### src/rtl/jk_bank_arbiter.sv
// Bank of NBITS JK state bits shared by NREQ requesters through a round-robin
// arbiter and a three-state IDLE/APPLY/DONE command sequencer.
module jk_bank_arbiter #(
  parameter int NREQ  = 4,
  parameter int NBITS = 8,
  parameter int AW    = 3
) (
  input  logic                 clk,
  input  logic                 rst,
  input  logic [NREQ-1:0]      req,
  input  logic [2*NREQ-1:0]    jk_in,
  input  logic [AW*NREQ-1:0]   addr_in,
  output logic [NREQ-1:0]      gnt,
  output logic [NREQ-1:0]      ack,
  output logic                 err,
  output logic                 busy,
  output logic [NBITS-1:0]     q
);

  localparam int PW = (NREQ > 1) ? $clog2(NREQ) : 1;
  localparam logic [AW:0] NBITS_W = (AW+1)'(NBITS);

  typedef enum logic [1:0] {
    IDLE  = 2'd0,
    APPLY = 2'd1,
    DONE  = 2'd2
  } state_e;

  state_e            state_q;
  logic [PW-1:0]     ptr_q;
  logic [PW-1:0]     win_q;
  logic [1:0]        cmd_jk_q;
  logic [AW-1:0]     cmd_addr_q;
  logic [NBITS-1:0]  q_q;
  logic [NREQ-1:0]   gnt_q;
  logic [NREQ-1:0]   ack_q;
  logic              err_q;

  logic [PW-1:0]     win_d;
  logic [1:0]        win_jk_d;
  logic [AW-1:0]     win_addr_d;
  logic [NBITS-1:0]  q_d;
  logic              any_req;
  logic              addr_ok;

  function automatic logic [PW-1:0] rot_idx(input logic [PW-1:0] base, input int k);
    int s;
    s = int'(base) + k;
    if (s >= NREQ) s = s - NREQ;
    return PW'(s);
  endfunction

  function automatic logic [NREQ-1:0] onehot(input logic [PW-1:0] idx);
    logic [NREQ-1:0] v;
    v = '0;
    for (int i = 0; i < NREQ; i++) begin
      if (idx == PW'(i)) v[i] = 1'b1;
    end
    return v;
  endfunction

  // Scan from the farthest offset back to ptr so the nearest set request wins.
  always_comb begin
    // NOTE: every variable gets a default before any conditional write so no latch is inferred.
    win_d      = '0;
    win_jk_d   = '0;
    win_addr_d = '0;
    any_req    = 1'b0;
    for (int k = NREQ - 1; k >= 0; k--) begin
      if (req[rot_idx(ptr_q, k)]) begin
        win_d   = rot_idx(ptr_q, k);
        any_req = 1'b1;
      end
    end
    for (int i = 0; i < NREQ; i++) begin
      if (win_d == PW'(i)) begin
        win_jk_d   = jk_in[2*i +: 2];
        win_addr_d = addr_in[AW*i +: AW];
      end
    end
  end

  // Out-of-range addresses match no bit position, so the bank holds for them.
  always_comb begin
    q_d     = q_q;
    addr_ok = ({1'b0, cmd_addr_q} < NBITS_W);
    for (int b = 0; b < NBITS; b++) begin
      if (cmd_addr_q == AW'(b)) begin
        case (cmd_jk_q)
          2'b01:   q_d[b] = 1'b0;
          2'b10:   q_d[b] = 1'b1;
          2'b11:   q_d[b] = ~q_q[b];
          default: q_d[b] = q_q[b];
        endcase
      end
    end
  end

  always_ff @(posedge clk or posedge rst) begin
    if (rst) begin
      state_q    <= IDLE;
      ptr_q      <= '0;
      win_q      <= '0;
      cmd_jk_q   <= '0;
      cmd_addr_q <= '0;
      // NOTE: the bank is cleared by reset because its contents are visible flag state.
      q_q        <= '0;
      gnt_q      <= '0;
      ack_q      <= '0;
      err_q      <= 1'b0;
    end else begin
      // NOTE: non-blocking assignments keep every register sampling pre-edge values.
      unique case (state_q)
        IDLE: begin
          if (any_req) begin
            win_q      <= win_d;
            cmd_jk_q   <= win_jk_d;
            cmd_addr_q <= win_addr_d;
            gnt_q      <= onehot(win_d);
            state_q    <= APPLY;
          end
        end
        APPLY: begin
          gnt_q   <= '0;
          ack_q   <= onehot(win_q);
          q_q     <= q_d;
          err_q   <= ~addr_ok;
          ptr_q   <= (win_q == PW'(NREQ - 1)) ? '0 : win_q + PW'(1);
          state_q <= DONE;
        end
        DONE: begin
          ack_q   <= '0;
          err_q   <= 1'b0;
          state_q <= IDLE;
        end
        default: state_q <= IDLE;
      endcase
    end
  end

  assign gnt  = gnt_q;
  assign ack  = ack_q;
  assign err  = err_q;
  assign busy = (state_q != IDLE);
  assign q    = q_q;

endmodule

### config.mk
export PLATFORM = sky130hd
export DESIGN_NAME = jk_bank_arbiter
export DESIGN_NICKNAME = d
export VERILOG_FILES = /design/src/rtl/jk_bank_arbiter.sv
export SDC_FILE = /design/constraint.sdc
export NUM_CORES = 1
export LEC_CHECK = 0
export ABC_AREA = 0
export CAP_MARGIN = 30
export CORE_UTILIZATION = 45
export DETAILED_ROUTE_END_ITERATION = 7
export GPL_TIMING_DRIVEN = 0
export PLACE_DENSITY = 0.76
export SYNTH_ARGS = -nofsm -noshare
export SYNTH_HDL_FRONTEND = slang
export SYNTH_SLANG_ARGS = --single-unit
### constraint.sdc
create_clock -name clk -period 4.6 [get_ports clk]
set_clock_uncertainty 0.2 [all_clocks]
set_input_delay 0.69 -clock clk [delete_from_list [all_inputs] [get_ports clk]]
set_output_delay 0.69 -clock clk [all_outputs]
set_load 0.03 [all_outputs]
Word-level counts from Yosys, hierarchy flattened
Index checks and enable logic that the tools add are counted.

$add $sub $neg: 8. Order comparisons: 8. Equal/unequal tests: 19. Multiplexer cells: 50. Bitwise logic cells: 8. Reduce and logical (&&, ||, !) cells: 18.

Operators with widths (number): $mux W2 (14); $pmux W1 S3 (8); $reduce_and A3 Y1 (8); $mux W1 (16); $pmux W4 S2 (2); $eq A2 B2 Y1 const B (7); $eq A3 B3 Y1 const B (4); $lt A2 B3 Y1 const B (4); $mux W3 (4); $ge A3 B3 Y1 const B (3); $bmux W1 S2 (4); $eq A2 B1 Y1 const B (4); $not A1 Y1 (8); $sub A2 B1 Y2 const B (4); $add A2 B2 Y3 const B (2); $eq A3 B2 Y1 const B (2); $logic_not A2 Y1 (3); $reduce_bool A2 Y1 (3); $mux W4 (1); $pmux W2 S2 (1); $reduce_and A2 Y1 (2); $add A2 B1 Y3 const B (1); $eq A3 B1 Y1 const B (1); $ge A2 B3 Y1 const B (1); other kinds (4) (4).

Bits in registers: 27. Input port bits: 26. Output and inout port bits: 18. Logic and storage cells: 126.

Depth between registers and ports, before layout
Word-level depth: 14. Mapped depth: 8.

Worst setup path before layout
Ideal clock, no wire load.

Path type: in2reg. From: input port req[2]. To: register state_q[0]. Library setup time: 0.125 ns. Arrival time: 1.629 ns. Path slack: 2.646 ns. Cell stages on the path: 4. Cells stage by stage: nor4_1 and2_1 clkbuf_1 mux2_2.

Word-level cells in the longest chain between the ends: 7. Elaborated cells on any way between the ends: 13.

RTL lines: start, declared (line 10) `input logic [NREQ-1:0] req,`; $bmux W1 S2 (line 70) `if (req[rot_idx(ptr_q, k)]) begin`; $mux W1 (not written as such) (line 70); $mux W1 (3 in series) (line 70); $mux W1 (*) (line 70); $ne A2 B2 Y1 (no source line) (*); end signal, assigned (line 101) `state_q <= IDLE;`; end signal, assigned (line 120) `state_q <= APPLY;`; end signal, assigned (line 129) `state_q <= DONE;`; end, declared (line 29) `state_e state_q;`.

Mark *: on every way between the ends. The rest lies on a longest branch, timed or not. The select of a mux whose other input is x is not followed. A chain may end at the register's enable or synchronous reset.

Worst setup path in the final report
From: register state_q[0]. To: output port busy.

Word-level cells in the longest chain between the ends: 1.

RTL lines: $reduce_bool A2 Y1 (line 144) `assign busy = (state_q != IDLE);`; end, declared (line 16) `output logic busy,`.

No other way between the ends.

==> impl_metrics.yaml <==
outcome:
  run_status: "completed"
synthesis:
  yosys.area_share.xor_xnor_pct: 0
  dominant_combinational_cell_family_by_area_after_synthesis: "compound AO/OA/AOI/OAI gates"
  synth.yosys.seq_area_share_pct: 43.8
  synth-compound-area-share_pct: 16.5
  muxShareOfSynthArea_pct: 9.41
  synth_simple_gate_area_share_pct: 15.1
  synthDistinctLibCells: 31
  syn_avg_cell_area_sq_um: 9.35
  postSynthNetCount: 199
  postSynthRegisterBits: 27
  post_synth_instance_area_sq_um: 1540
  ys.warnings.count: 0
  synthAdderAreaFrac_pct: 6.49
  syn_inst: 165
timing:
  final.period_utilization_pct: 59.3
  final.min_clock_period_ps: 2730
  timing_worst_slew_pin_value_ps: 543
  setup_viol: 0
  final_hold_viol_count: 0
  final.setup.worst_slack_ps: 1870
  hold_slack_ps: 332
  rsz0062_at_grt: "no"
  fin_tns_setup_ps: 0
  max_transition_viols_final: 0
  maxSlewHeadroom_pct: 63.8
  clock.fmax_mhz: 367
floorplan:
  floorplan.die.width_microns: 60.6
  io_pins: 44
  dieHeight_microns: 60.6
  fp.coreArea_sq_um: 3150
  placementRows: 20
  floorplan.initialDensity_pct: 48.9
  die_area_sq_um: 3670
detailed_routing:
  drcViolationCount: 0
  detail_route.first_pass.iterations: 4
  detail_route.vias_per_cell: 5.17
  route.detailed.wl_per_inst_microns: 12.5
  drt-total-wl_mm: 3.20
  overall_via_count_from_detail_route: 1323
  drt.antenna.violating_nets: 0
  drt_iter0_markers: 61
critical_path:
  regToRegSetupSlack_ps: 2590
  crit_arrival_ps: 1840
  critical_path.endpoint_type: "primary output"
  r2r_start: "state_q[1]"
  crit_fanout: 7
  rr_endpoint: "q[0]"
  rr_worst_depth: 8
  worstSetupStartpointType: "flop"
  crit_type: "flop to primary output"
  timing.critical_path.required_ps: 3710
placed_design:
  place_ws_ps: 1980
  io_buffers: 42
  detailed_place.area_sq_um: 2030
  gpl.final_weighted_congestion: 0.752
  placed_wire_length_estimate_mm: 2.52
  placed_cells: 252
global_routing:
  grt_antenna_before_repair: 0
  globalRoute.totalOverflow: 0
  first_pass_grt_wire_length_mm: 5.66
  grt_start_max_net_pins: 15
  track_usage_pct: 20.8
  grt_pass1_vias: 1291
clock_network:
  clk_pin_slew_ps: 140
  clkSinkCount: 27
  tritoncts: "built"
  cts_buffers: 3
  post_cts_buffers: 0
  root_buffer: "sky130_fd_sc_hd__clkbuf_4"
  worstSkewPairLatency_ps: 330
  clk_path_buf_depth: 2
  cts_hold_buf: 0
  h-tree-depth: 1
  ctsResizeCount: 0
pwr:
  total_power_mw: 1.28
  pwr-share-seq_pct: 33.6
  power_frac_comb_pct: 58.3
  clock_power_share_pct: 8.1
  swShare_pct: 44.7
  power.switching_mw: 0.572
  pint_mw: 0.709
  p_per_area_nw_per_um2: 622
  vdd.ir_drop.worst_mv: 0.229
  leakagePower_nw: 0.904
min_path:
  worstHoldPathCells: 2
  hp-class: "flop to flop"
  min_from: "ack[0]"
  whs_endpoint: "ack[0]"
cells_and_area:
  areaGrowthSynthToFinish_pct: 33.5
  leading_cell_types_in_the_layout_fill_and_taps_excluded: "sky130_fd_sc_hd__clkdlybuf4s50_1 (42), sky130_fd_sc_hd__nand2_1 (27), sky130_fd_sc_hd__dfrtp_1 (27)"
  final_instance_area_sq_um: 2060
  postLayoutCoreUtil_pct: 65.3
  mostFrequentLayoutCell: "sky130_fd_sc_hd__clkdlybuf4s50_1"
  instances_no_fill: 256
  nNetsFinal: 247
  drive_gt1_share_pct: 7.55
  antenna-diode-count: 0
  nFillCells: 276
job:
  maxCapViolCount: 0
[cells by family (layout without fill, tap and decap cells)]
logic type | count (synthesis) | after routing
compound gates | 41 | 41
mux | 14 | 14
flops | 27 | 27
fa+ha+maj | 8 | 8
simple gates | 49 | 49
buf+inv | 25 | 72
other cells | 1 | 1
[sequential cells by signal, indices dropped and copies added (netlist names)]
register    flops
win_q           2
gnt             4
q               8
ack             4
ptr_q           2
state_q         2
cmd_addr_q      3
cmd_jk_q        2
[routing by layer]
metal  part of all wire, %  vias to the layer above  track usage, %
li1                      -                      658               -
met1                    46                      616            27.7
met2                    48                       44            33.9
met3                   5.1                        5            2.99
met4                   1.7                        0            9.09
met5                     0                        -               0
[synth_stat cells]
master | instances | area [sq um]
sky130_fd_sc_hd__a211oi_1 | 1 | 7.51
sky130_fd_sc_hd__a21o_1 | 1 | 7.51
sky130_fd_sc_hd__a21oi_1 | 6 | 30.0
sky130_fd_sc_hd__and2_1 | 1 | 6.26
sky130_fd_sc_hd__buf_12 | 1 | 20.0
sky130_fd_sc_hd__buf_4 | 1 | 7.51
sky130_fd_sc_hd__buf_6 | 2 | 22.5
sky130_fd_sc_hd__clkbuf_1 | 5 | 18.8
sky130_fd_sc_hd__clkbuf_2 | 1 | 5.00
sky130_fd_sc_hd__conb_1 | 1 | 3.75
sky130_fd_sc_hd__dfrtp_1 | 27 | 676
sky130_fd_sc_hd__ha_1 | 8 | 100
sky130_fd_sc_hd__inv_1 | 15 | 56.3
sky130_fd_sc_hd__mux2_2 | 4 | 45.0
sky130_fd_sc_hd__mux2i_1 | 10 | 100
sky130_fd_sc_hd__nand2_1 | 27 | 101
sky130_fd_sc_hd__nand2b_1 | 7 | 43.8
sky130_fd_sc_hd__nand3_1 | 2 | 10.0
sky130_fd_sc_hd__nor2_1 | 2 | 7.51
sky130_fd_sc_hd__nor2b_1 | 1 | 6.26
sky130_fd_sc_hd__nor3_1 | 2 | 10.0
sky130_fd_sc_hd__nor3b_1 | 3 | 22.5
sky130_fd_sc_hd__nor4_1 | 1 | 6.26
sky130_fd_sc_hd__o211ai_1 | 1 | 7.51
sky130_fd_sc_hd__o21ai_0 | 17 | 85.1
sky130_fd_sc_hd__o221ai_1 | 5 | 43.8
sky130_fd_sc_hd__o22a_2 | 1 | 10.0
sky130_fd_sc_hd__o22ai_1 | 3 | 18.8
sky130_fd_sc_hd__o31ai_1 | 6 | 45.0
sky130_fd_sc_hd__or2_1 | 1 | 6.26
sky130_fd_sc_hd__or2_2 | 2 | 12.5
[power by group through the flow]
stage | Combinational [mW] | Sequential (mW) | Clock (mW)
floorplan | 0.412 | 0.523 | 0
global placement | 0.732 | 0.426 | 0
detailed placement | 0.747 | 0.436 | 0
CTS | 0.750 | 0.430 | 0.104
global route | 0.831 | 0.449 | 0.116
finish | 0.747 | 0.431 | 0.103
[cell type report]
type                            count  area (sq um)  area share [%]
Buffer                             10          73.8            3.58
Clock buffer                        4          26.3            1.28
Inverter                           15          56.3            2.73
Multi-Input combinational cell    113           737            35.8
Sequential cell                    27           676            32.8
Tap cell                           44          55.1            2.67
Timing Repair Buffer               43           435            21.1
[worst max path at each step]
stage,start,depth (start not counted),slack (ps),endpoint
6_report,state_q[0],4,1870,busy
4_1_cts,state_q[0],4,1870,busy
3_3_place_gp,req[3],5,1990,state_q[0]
2_1_floorplan,req[2],4,2650,state_q[0]
3_5_place_dp,req[3],5,1980,state_q[0]
5_1_grt,state_q[1],4,1780,busy
[critical path, cell delays in order, from the launching register on]
cell and delay [ps]:
sky130_fd_sc_hd__dfrtp_1 400, sky130_fd_sc_hd__inv_1 80, sky130_fd_sc_hd__ha_1 290, sky130_fd_sc_hd__inv_1 80, sky130_fd_sc_hd__clkdlybuf4s50_1 660
Note: power is estimated with default switching activity, not from simulation.
